--- src/rtl/uart_tx_scheduler_pkg.sv ---
// Shared encodings for the UART transmit scheduler: FSM states and the
// byte index within a latched 1- or 2-byte response frame.
package uart_tx_scheduler_pkg;

  typedef enum logic [1:0] {
    ST_IDLE      = 2'd0,
    ST_SEND      = 2'd1,
    ST_WAIT_DONE = 2'd2
  } sched_state_e;

  typedef enum logic {
    BYTE_LOW  = 1'b0,
    BYTE_HIGH = 1'b1
  } byte_idx_e;

  // Width of an index into n entries; never zero so a 1-entry case still has a bit.
  function automatic int unsigned index_width(input int unsigned n);
    return (n > 32'd1) ? $clog2(n) : 32'd1;
  endfunction

endpackage

--- src/rtl/uart_tx_scheduler_round_robin_arbiter.sv ---
// Combinational round-robin pick: first set request at or above the pointer,
// wrapping past the top requester. The pointer register lives in the parent.
module uart_tx_scheduler_round_robin_arbiter
  import uart_tx_scheduler_pkg::*;
#(
  parameter int REQUESTER_COUNT = 3,
  parameter int PW              = index_width(REQUESTER_COUNT)
) (
  input  logic [REQUESTER_COUNT-1:0] request,
  input  logic [PW-1:0]              pointer,
  output logic [REQUESTER_COUNT-1:0] winner_onehot,
  output logic [PW-1:0]              winner_index,
  output logic                       any_request
);

  logic found_s;

  // Rotating priority search starting at the pointer.
  always_comb begin
    int cand;
    found_s       = 1'b0;
    winner_onehot = {REQUESTER_COUNT{1'b0}};
    winner_index  = {PW{1'b0}};
    for (int k = 0; k < REQUESTER_COUNT; k++) begin
      cand = (int'(pointer) + k) % REQUESTER_COUNT;
      if (!found_s && request[PW'(cand)]) begin
        found_s                     = 1'b1;
        winner_onehot[PW'(cand)]    = 1'b1;
        winner_index                = PW'(cand);
      end else begin
        found_s = found_s;
      end
    end
  end

  assign any_request = |request;

endmodule

--- src/rtl/uart_tx_scheduler.sv ---
// Shares one UART transmitter between several response sources: round-robin
// grant, byte-by-byte serialisation paced by the synchronized busy flag.
module uart_tx_scheduler
  import uart_tx_scheduler_pkg::*;
#(
  parameter int DATA_WIDTH          = 8,
  parameter int REQUESTER_COUNT     = 3,
  parameter int BUSY_TIMEOUT_CYCLES = 1024
) (
  input  logic                                   clk,
  input  logic                                   reset,
  input  logic [REQUESTER_COUNT-1:0]             request,
  input  logic [REQUESTER_COUNT*2*DATA_WIDTH-1:0] request_data,
  input  logic [REQUESTER_COUNT-1:0]             request_two_bytes,
  output logic [REQUESTER_COUNT-1:0]             grant,
  input  logic                                   transmitter_busy_synchronized,
  output logic                                   transmitter_parallel_data_valid,
  output logic [DATA_WIDTH-1:0]                  transmitter_parallel_data,
  output logic                                   scheduler_busy,
  output logic                                   timeout_error
);

  localparam int PW = index_width(REQUESTER_COUNT);
  localparam int TW = index_width(BUSY_TIMEOUT_CYCLES);
  localparam int FW = 2 * DATA_WIDTH;
  localparam logic [TW-1:0] TIMER_LAST = TW'(BUSY_TIMEOUT_CYCLES - 1);
  localparam logic [TW-1:0] TIMER_MAX  = {TW{1'b1}};
  localparam logic [PW-1:0] LAST_REQ   = PW'(REQUESTER_COUNT - 1);

  sched_state_e                 state_r, state_s;
  byte_idx_e                    byte_r, byte_s;
  logic [PW-1:0]                ptr_r, ptr_s;
  logic [PW-1:0]                idx_r, idx_s;
  logic                         two_r, two_s;
  logic [FW-1:0]                frame_r, frame_s;
  logic [TW-1:0]                timer_r, timer_s;
  logic [REQUESTER_COUNT-1:0]   grant_r, grant_s;
  logic                         valid_r, valid_s;
  logic [DATA_WIDTH-1:0]        data_r, data_s;
  logic                         sbusy_r, sbusy_s;
  logic                         terr_r, terr_s;

  logic [REQUESTER_COUNT-1:0]         win_onehot_s;
  logic [PW-1:0]                      win_idx_s;
  logic                               any_req_s;
  logic [PW-1:0]                      next_ptr_s;
  logic [REQUESTER_COUNT-1:0][FW-1:0] frames_s;

  assign frames_s   = request_data;
  assign next_ptr_s = (idx_r == LAST_REQ) ? {PW{1'b0}} : idx_r + PW'(1);

  uart_tx_scheduler_round_robin_arbiter #(
    .REQUESTER_COUNT (REQUESTER_COUNT),
    .PW              (PW)
  ) u_arbiter (
    .request       (request),
    .pointer       (ptr_r),
    .winner_onehot (win_onehot_s),
    .winner_index  (win_idx_s),
    .any_request   (any_req_s)
  );

  // Next-state and next-output logic for the scheduler FSM.
  always_comb begin
    state_s = state_r;
    byte_s  = byte_r;
    ptr_s   = ptr_r;
    idx_s   = idx_r;
    two_s   = two_r;
    frame_s = frame_r;
    timer_s = timer_r;
    grant_s = {REQUESTER_COUNT{1'b0}};
    valid_s = valid_r;
    data_s  = data_r;
    terr_s  = 1'b0;
    case (state_r)
      ST_IDLE: begin
        // A busy transmitter could still be finishing someone else's frame.
        if (any_req_s && !transmitter_busy_synchronized) begin
          grant_s = win_onehot_s;
          idx_s   = win_idx_s;
          frame_s = frames_s[win_idx_s];
          two_s   = request_two_bytes[win_idx_s];
          byte_s  = BYTE_LOW;
          data_s  = frames_s[win_idx_s][DATA_WIDTH-1:0];
          valid_s = 1'b1;
          timer_s = {TW{1'b0}};
          state_s = ST_SEND;
        end else begin
          state_s = ST_IDLE;
        end
      end
      ST_SEND: begin
        if (transmitter_busy_synchronized) begin
          valid_s = 1'b0;
          state_s = ST_WAIT_DONE;
        end else if (timer_r == TIMER_LAST) begin
          valid_s = 1'b0;
          terr_s  = 1'b1;
          ptr_s   = next_ptr_s;
          state_s = ST_IDLE;
        end else begin
          timer_s = (timer_r == TIMER_MAX) ? timer_r : timer_r + TW'(1);
        end
      end
      ST_WAIT_DONE: begin
        if (!transmitter_busy_synchronized) begin
          if (two_r && (byte_r == BYTE_LOW)) begin
            byte_s  = BYTE_HIGH;
            data_s  = frame_r[FW-1:DATA_WIDTH];
            valid_s = 1'b1;
            timer_s = {TW{1'b0}};
            state_s = ST_SEND;
          end else begin
            ptr_s   = next_ptr_s;
            state_s = ST_IDLE;
          end
        end else begin
          state_s = ST_WAIT_DONE;
        end
      end
      default: begin
        valid_s = 1'b0;
        state_s = ST_IDLE;
      end
    endcase
    sbusy_s = (state_s != ST_IDLE);
  end

  // State, frame and output registers; reset drops any frame in flight.
  always_ff @(posedge clk or negedge reset) begin
    if (!reset) begin
      state_r <= ST_IDLE;
      byte_r  <= BYTE_LOW;
      ptr_r   <= {PW{1'b0}};
      idx_r   <= {PW{1'b0}};
      two_r   <= 1'b0;
      frame_r <= {FW{1'b0}};
      timer_r <= {TW{1'b0}};
      grant_r <= {REQUESTER_COUNT{1'b0}};
      valid_r <= 1'b0;
      data_r  <= {DATA_WIDTH{1'b0}};
      sbusy_r <= 1'b0;
      terr_r  <= 1'b0;
    end else begin
      state_r <= state_s;
      byte_r  <= byte_s;
      ptr_r   <= ptr_s;
      idx_r   <= idx_s;
      two_r   <= two_s;
      frame_r <= frame_s;
      timer_r <= timer_s;
      grant_r <= grant_s;
      valid_r <= valid_s;
      data_r  <= data_s;
      sbusy_r <= sbusy_s;
      terr_r  <= terr_s;
    end
  end

  assign grant                           = grant_r;
  assign transmitter_parallel_data_valid = valid_r;
  assign transmitter_parallel_data       = data_r;
  assign scheduler_busy                  = sbusy_r;
  assign timeout_error                   = terr_r;

endmodule

--- config.mk ---
export PLATFORM = sky130hd
export DESIGN_NAME = uart_tx_scheduler
export DESIGN_NICKNAME = d
export VERILOG_FILES = /design/src/rtl/uart_tx_scheduler_pkg.sv /design/src/rtl/uart_tx_scheduler_round_robin_arbiter.sv /design/src/rtl/uart_tx_scheduler.sv
export SDC_FILE = /design/constraint.sdc
export NUM_CORES = 1
export LEC_CHECK = 0
export CAP_MARGIN = 40
export CORE_ASPECT_RATIO = 1.4
export CORE_MARGIN = 2
export CORE_UTILIZATION = 45
export DETAILED_ROUTE_END_ITERATION = 8
export GPL_TIMING_DRIVEN = 0
export PLACE_DENSITY = 0.79
export RECOVER_POWER = 25
export SETUP_SLACK_MARGIN = 0.3
export SLEW_MARGIN = 25
export SYNTH_ARGS = -nofsm -noshare
export SYNTH_HDL_FRONTEND = slang
export SYNTH_SLANG_ARGS = --single-unit
--- constraint.sdc ---
create_clock -name clk -period 6.7 [get_ports clk]
set_input_delay 1.34 -clock clk [delete_from_list [all_inputs] [get_ports clk]]
set_output_delay 1.34 -clock clk [all_outputs]
set_load 0.02 [all_outputs]
==> metrics.yaml, run 1 <==
drtAntennaViolNets: 0
transition_time_at_the_pin_with_the_least_slew_margin_ns: 1.489
cts_made_buffers: 5
final_common_cell: "clkdlybuf4s50_1"
floorplan.initialDensity: 0.4586
num_rows: 32
max_slew_margin: 0.007245
ys.warnings.count: 0
synth.yosys.seq_area_share: 0.4038
synth-edff-count: 0
holdPathStages: 1
io_pins: 71
post-dp-hpwl_um: 4679
kind_of_end_point_of_the_critical_path: "register"
largest_net_degree_at_the_start_of_global_routing: 29
htree_levels: 2
design.final.nets: 409
track_usage: 0.2158
reg2reg_depth: 8
post-route-period-util: 0.5026
worst_setup_hold_path_clk_slew_ns: 0.08
core_um2: 5405
vias: 2309
drive_gt1_frac: 0.07759
synth.area.top_cells: "dfrtp_1 (40%), mux2i_1 (7.7%), nand2_1 (5.6%), nand3_1 (5.0%), o311a_1 (3.2%)"
drt_pre_antenna_iters: 4
grt_setup_unrepaired: "no"
finish.instance_area_um2: 3324
worst_ir_drop_vdd_mv: 0.3174
swShare: 0.4367
critPathKind: "in -> reg"
synthFlopType: "dfrtp_1"
clk_path_buf_depth: 2
drt_iter0_markers: 83
post-cts-setup-buffers: 0
endpoints_failing_hold: 0
numClockSinks: 40
fin_skew_ns: 0.01568
routed_via_density: 5.550
number_of_antenna_violations_at_the_first_check_in_global_routing: 0
power_leakage_nw: 1.428
chipHeight_um: 91.82
max_clock_freq_mhz: 297.0
post_synth.cell_area_avg_um2: 9.146
syn_inst: 271
cap_viol_max_count: 0
setup_viol_count_final: 0
die_area_um2: 6126
synth.cell_area_um2: 2479
critical_path.max_stage_delay_ns: 0.61
port_buffers: 67
detail_route.wirelength_um: 6058
async_reset_ff_frac: 1.000
worst_skew_pair.late_latency_ns: 0.30
worstPathMaxFanout: 10
hp-class: "reg -> reg"
ys_ff_latch: 40
cts_root_buf: "clkbuf_8"
cell_type_contributing_the_most_total_cell_area_after_synthesis: "dfrtp_1"
grt_pass1_vias: 2318
timing.critical_path.slowest_stage_cell: "nor4_1"
run_status: "finished clean"
tritoncts_clock_tree: "done"
share_of_total_power_in_combinational_logic: 0.609
worstPathRequired_ns: 6.91
p_seq_frac: 0.277
cts.repair.resized: 0
period_needed_ns: 3.367
dpl-instance-area_um2: 3254
gp_routability_congestion: 0.8569
floorplan.die.width_um: 66.73
synth.lib_cells_used.distinct: 50
finalMaxSlewViolations: 0
grt_first_pass_wirelength_um: 10250
cts_stage_hold_buffer_count: 0
postSynthNetCount: 333
flow.area_growth_from_synthesis_pct: 34.12
final_global_route_overflow_total: 0
critical_path.cell_chain: "clkdlybuf4s50_1, nor4_1, or2_1, buf_2, clkbuf_1, nand3_1, o311a_1, o31ai_1"
synthDominantCellAreaShare: 0.4038
switching_power_mw: 0.6037
drc_errors: 0
fin_setup_tns_ns: 0
commonest_non_fill_non_tap_cells_in_the_layout: "clkdlybuf4s50_1 (66), dfrtp_1 (40), nand2_1 (37)"
number_of_diodes_added_for_antenna_fixing: 0
power_per_cell_area_nw_per_um2: 415.8
startpoint_type: "input port"
internal_power_mw: 0.7787
wire_per_inst_um: 14.56
clk_network_pwr_share: 0.114
worst_ep_arrival_time_ns: 3.57
-- kinds of logic after synthesis --
logic type               synth area share
XOR/XNOR                          0.02827
multiplexers                       0.1025
flip-flops                         0.4038
adder cells (fa/ha/maj)           0.02524
buffers and inverters             0.06815
AND/OR/NAND/NOR                    0.1944
AO/OA/AOI/OAI                      0.1777
-- metrics by stage --
stage	setup WS, ns	instances	power, mW	util	hold WS [ns]
floorplan	3.636	271	0.9804	-	0.4410
global placement	3.088	406	1.208	0.5984	0.4505
detailed placement	3.064	408	1.229	0.6021	0.4667
CTS	3.352	416	1.386	0.6183	0.4872
global route	3.141	416	1.490	0.6150	0.5192
finish	3.333	416	1.382	0.6150	0.4870
-- routing by layer --
metal | up-vias | track usage | share of wire
met2 | 78 | 0.3833 | 0.53
met1 | 1091 | 0.2510 | 0.39
li1 | 1131 | - | -
met5 | - | 0 | 0
met3 | 9 | 0.03926 | 0.055
met4 | 0 | 0.08163 | 0.024
-- power by group through the flow --
stage | logic [mW] | clock network (mW) | registers [mW]
2_1_floorplan | 0.566 | 0 | 0.414
3_3_place_gp | 0.825 | 0 | 0.383
3_5_place_dp | 0.842 | 0 | 0.387
4_1_cts | 0.844 | 0.160 | 0.382
5_1_grt | 0.923 | 0.172 | 0.396
6_report | 0.842 | 0.158 | 0.383
-- synth_stat cells (all sizes together) (2+ instances only) --
library cell,n
o211ai,9
a211oi,2
nor4b,2
ha,5
nand3,25
mux2,5
o21a,2
mux2i,19
nand2,37
buf,9
nor3,5
nor2b,3
dfrtp,40
nand4,2
o311a,8
inv,13
o31ai,10
clkbuf,8
a22o,2
xnor2,3
a21oi,3
nor2,16
or2,3
nor4,3
o21ai,15
xor2,5
nand2b,2
-- sequential cells by signal, indices dropped and copies added, names as in the netlist, 2 cells and up --
| name | flops |
|---|---|
| timer_r | 10 |
| ptr_r | 2 |
| transmitter_parallel_data | 8 |
| grant | 3 |
| idx_r | 2 |
| frame_r | 8 |
| state_r | 2 |
-- final timing paths --
path / startpoint / to / slack (ns)
worst max-delay path: transmitter_busy_synchronized / transmitter_parallel_data[7] / 3.33
worst min-delay path: idx_r[0] / ptr_r[0] / 0.49
worst max register to register: ptr_r[1] / frame_r[8] / 3.94
worst min register to register: idx_r[0] / ptr_r[0] / 0.49
max in group asynchronous: reset / ptr_r[0] / 3.88
min in group asynchronous: reset / timer_r[5] / 1.02
-- final cells by class --
cell class | instances | area [µm²]
Tap cell | 68 | 85.08
Sequential cell | 40 | 1001
Buffer | 17 | 116.4
Timing Repair Buffer | 69 | 673.1
Clock inverter | 3 | 18.77
Multi-Input combinational cell | 200 | 1309
Clock buffer | 5 | 68.82
Inverter | 14 | 52.55
Fill cell | 500 | 2081
-- worst max-delay path, delay by kind of cell --
kind / cells / cell delay (ns)
compound gates: 2 / 0.21
buf+inv: 3 / 1.08
simple gates: 3 / 0.92
Note: power is estimated with default switching activity, not from simulation.
==> inputs of run 2 (changes only) <==
--- a/config.mk
+++ b/config.mk
@@ -8,7 +8,7 @@
 export CAP_MARGIN = 40
 export CORE_ASPECT_RATIO = 1.4
 export CORE_MARGIN = 2
-export CORE_UTILIZATION = 45
+export CORE_UTILIZATION = 43
 export DETAILED_ROUTE_END_ITERATION = 8
 export GPL_TIMING_DRIVEN = 0
 export PLACE_DENSITY = 0.79
==> constraint.sdc (replaced) <==
create_clock -name clk -period 2.95 [get_ports clk]
set_input_delay 0.59 -clock clk [delete_from_list [all_inputs] [get_ports clk]]
set_output_delay 0.59 -clock clk [all_outputs]
set_load 0.02 [all_outputs]
==> metrics.yaml, run 2 (same netlist as run 1, synthesis figures left out) <==
number_of_diodes_added_for_antenna_fixing: 0
max_clock_freq_mhz: 388.6
finalMaxSlewViolations: 0
core_um2: 5525
chipHeight_um: 93.83
transition_time_at_the_pin_with_the_least_slew_margin_ns: 1.133
floorplan.die.width_um: 68.17
htree_levels: 2
cts_root_buf: "clkbuf_8"
internal_power_mw: 1.968
number_of_antenna_violations_at_the_first_check_in_global_routing: 0
flow.area_growth_from_synthesis_pct: 39.42
period_needed_ns: 2.573
largest_net_degree_at_the_start_of_global_routing: 23
largest_register_ff_count: 10
numClockSinks: 40
power_per_cell_area_nw_per_um2: 995.3
startpoint_type: "register"
drc_errors: 0
wire_per_inst_um: 15.12
worst_skew_pair.late_latency_ns: 0.31
share_of_total_power_in_combinational_logic: 0.633
design.final.nets: 412
post-dp-hpwl_um: 4765
worst_ep_arrival_time_ns: 2.75
total_chip_power_mw: 3.440
kind_of_end_point_of_the_critical_path: "register"
worst_setup_hold_path_clk_slew_ns: 0.07
drtAntennaViolNets: 0
cap_viol_max_count: 0
clk_path_buf_depth: 2
port_buffers: 67
die_area_um2: 6396
fin_skew_ns: 0.003249
endpoints_failing_hold: 0
commonest_non_fill_non_tap_cells_in_the_layout: "clkdlybuf4s50_1 (66), dfrtp_1 (39), nand2_1 (36)"
vias: 2367
floorplan.initialDensity: 0.4486
grt_pass1_vias: 2312
p_seq_frac: 0.256
fin_setup_tns_ns: 0
cts_stage_hold_buffer_count: 0
cts_made_buffers: 5
switching_power_mw: 1.471
post-route-period-util: 0.8724
setup_viol_count_final: 0
num_rows: 32
max_slew_margin: 0.2447
routed_via_density: 5.649
grt_setup_unrepaired: "yes"
clk_network_pwr_share: 0.111
critical_path.cell_chain: "inv_2, ha_4, clkbuf_4, clkinvlp_4, mux2_4, o31ai_1, o31a_2, buf_12, buf_12, mux2i_1, o211ai_1"
drive_gt1_frac: 0.1111
final_common_cell: "clkdlybuf4s50_1"
critical_path.max_stage_delay_ns: 0.45
critical_path.most_common_cell: "buf_12"
registers.top_by_ff_count: "timer_r"
gp_routability_congestion: 0.8527
power_leakage_nw: 1.457
run_status: "finished clean"
worstPathMaxFanout: 10
drt_pre_antenna_iters: 4
io_pins: 71
grt_first_pass_wirelength_um: 10270
critPathKind: "reg -> reg"
track_usage: 0.2136
num-fill-cells: 492
detail_route.wirelength_um: 6337
final_global_route_overflow_total: 0
drt_iter0_markers: 116
hp-class: "reg -> reg"
worstPathRequired_ns: 3.13
timing.critical_path.slowest_stage_cell: "dfrtp_2"
swShare: 0.4277
worst_ir_drop_vdd_mv: 0.6615
tritoncts_clock_tree: "done"
[run 2: cell type report]
type | count | area [µm²] | share of cell area
multi-input combinational | 200 | 1380 | 0.3993
tap | 68 | 85.08 | 0.02462
buffer | 17 | 128.9 | 0.03729
timing repair buffer | 72 | 713.2 | 0.2064
clock buffer | 8 | 90.09 | 0.02607
sequential | 40 | 1002 | 0.2900
inverter | 14 | 56.30 | 0.01629
[run 2: worst max-delay path: cells and delay by family, from the launching register on]
kind / cells / cell delay (ns)
fa+ha+maj: 1 / 0.12
buf+inv: 5 / 0.75
compound gates: 3 / 0.62
mux: 2 / 0.51
flops: 1 / 0.45
[run 2: final timing paths]
check	start	endpoint	slack, ns	cells past startpoint
worst min register to register	byte_r	byte_r	0.47	1
worst min-delay path	byte_r	byte_r	0.47	1
max in group asynchronous	reset	ptr_r[0]	0.94	2
min in group asynchronous	reset	grant[0]	0.48	1
worst max-delay path	ptr_r[0]	frame_r[14]	0.38	11
worst max register to register	ptr_r[0]	frame_r[14]	0.38	11
[run 2: stage by stage]
step / cell area [µm²] / instances / util / setup slack [ns] / hold slack, ns
floorplan: 2479 / 271 / - / 0.5693 / 0.2944
global placement: 3234 / 406 / 0.5854 / 0.07807 / 0.4507
detailed placement: 3262 / 408 / 0.5904 / 0.003685 / 0.4567
CTS: 3367 / 416 / 0.6094 / 0.3152 / 0.2869
global route: 3456 / 419 / 0.6255 / 0.2828 / 0.4844
finish: 3456 / 419 / 0.6255 / 0.3765 / 0.4702
[run 2: repair_timing]
item                                    4_1_cts  5_1_grt
setup buffers                                 0        2
gates cloned                                  0        1
endpoints found under the setup margin       10       16
pin swaps                                     0        4
gates resized for setup                       3       17
[run 2: per-layer routing]
metal / vias to the layer above / GRT usage / part of all wire
met3: 14 / 0.03597 / 0.050
met5: - / 0 / 0
met1: 1127 / 0.2579 / 0.39
met2: 87 / 0.3649 / 0.53
met4: 0 / 0.09000 / 0.033
li1: 1139 / - / -
[run 2: power groups by stage]
| stage | Combinational (mW) | Clock, mW | Sequential [mW] |
|---|---|---|---|
| after global placement | 1.87 | 0 | 0.867 |
| final | 2.18 | 0.382 | 0.880 |
| after floorplan | 1.29 | 0 | 0.941 |
| after CTS | 1.95 | 0.382 | 0.869 |
| after detailed placement | 1.91 | 0 | 0.879 |
| after global routing | 2.36 | 0.408 | 0.903 |
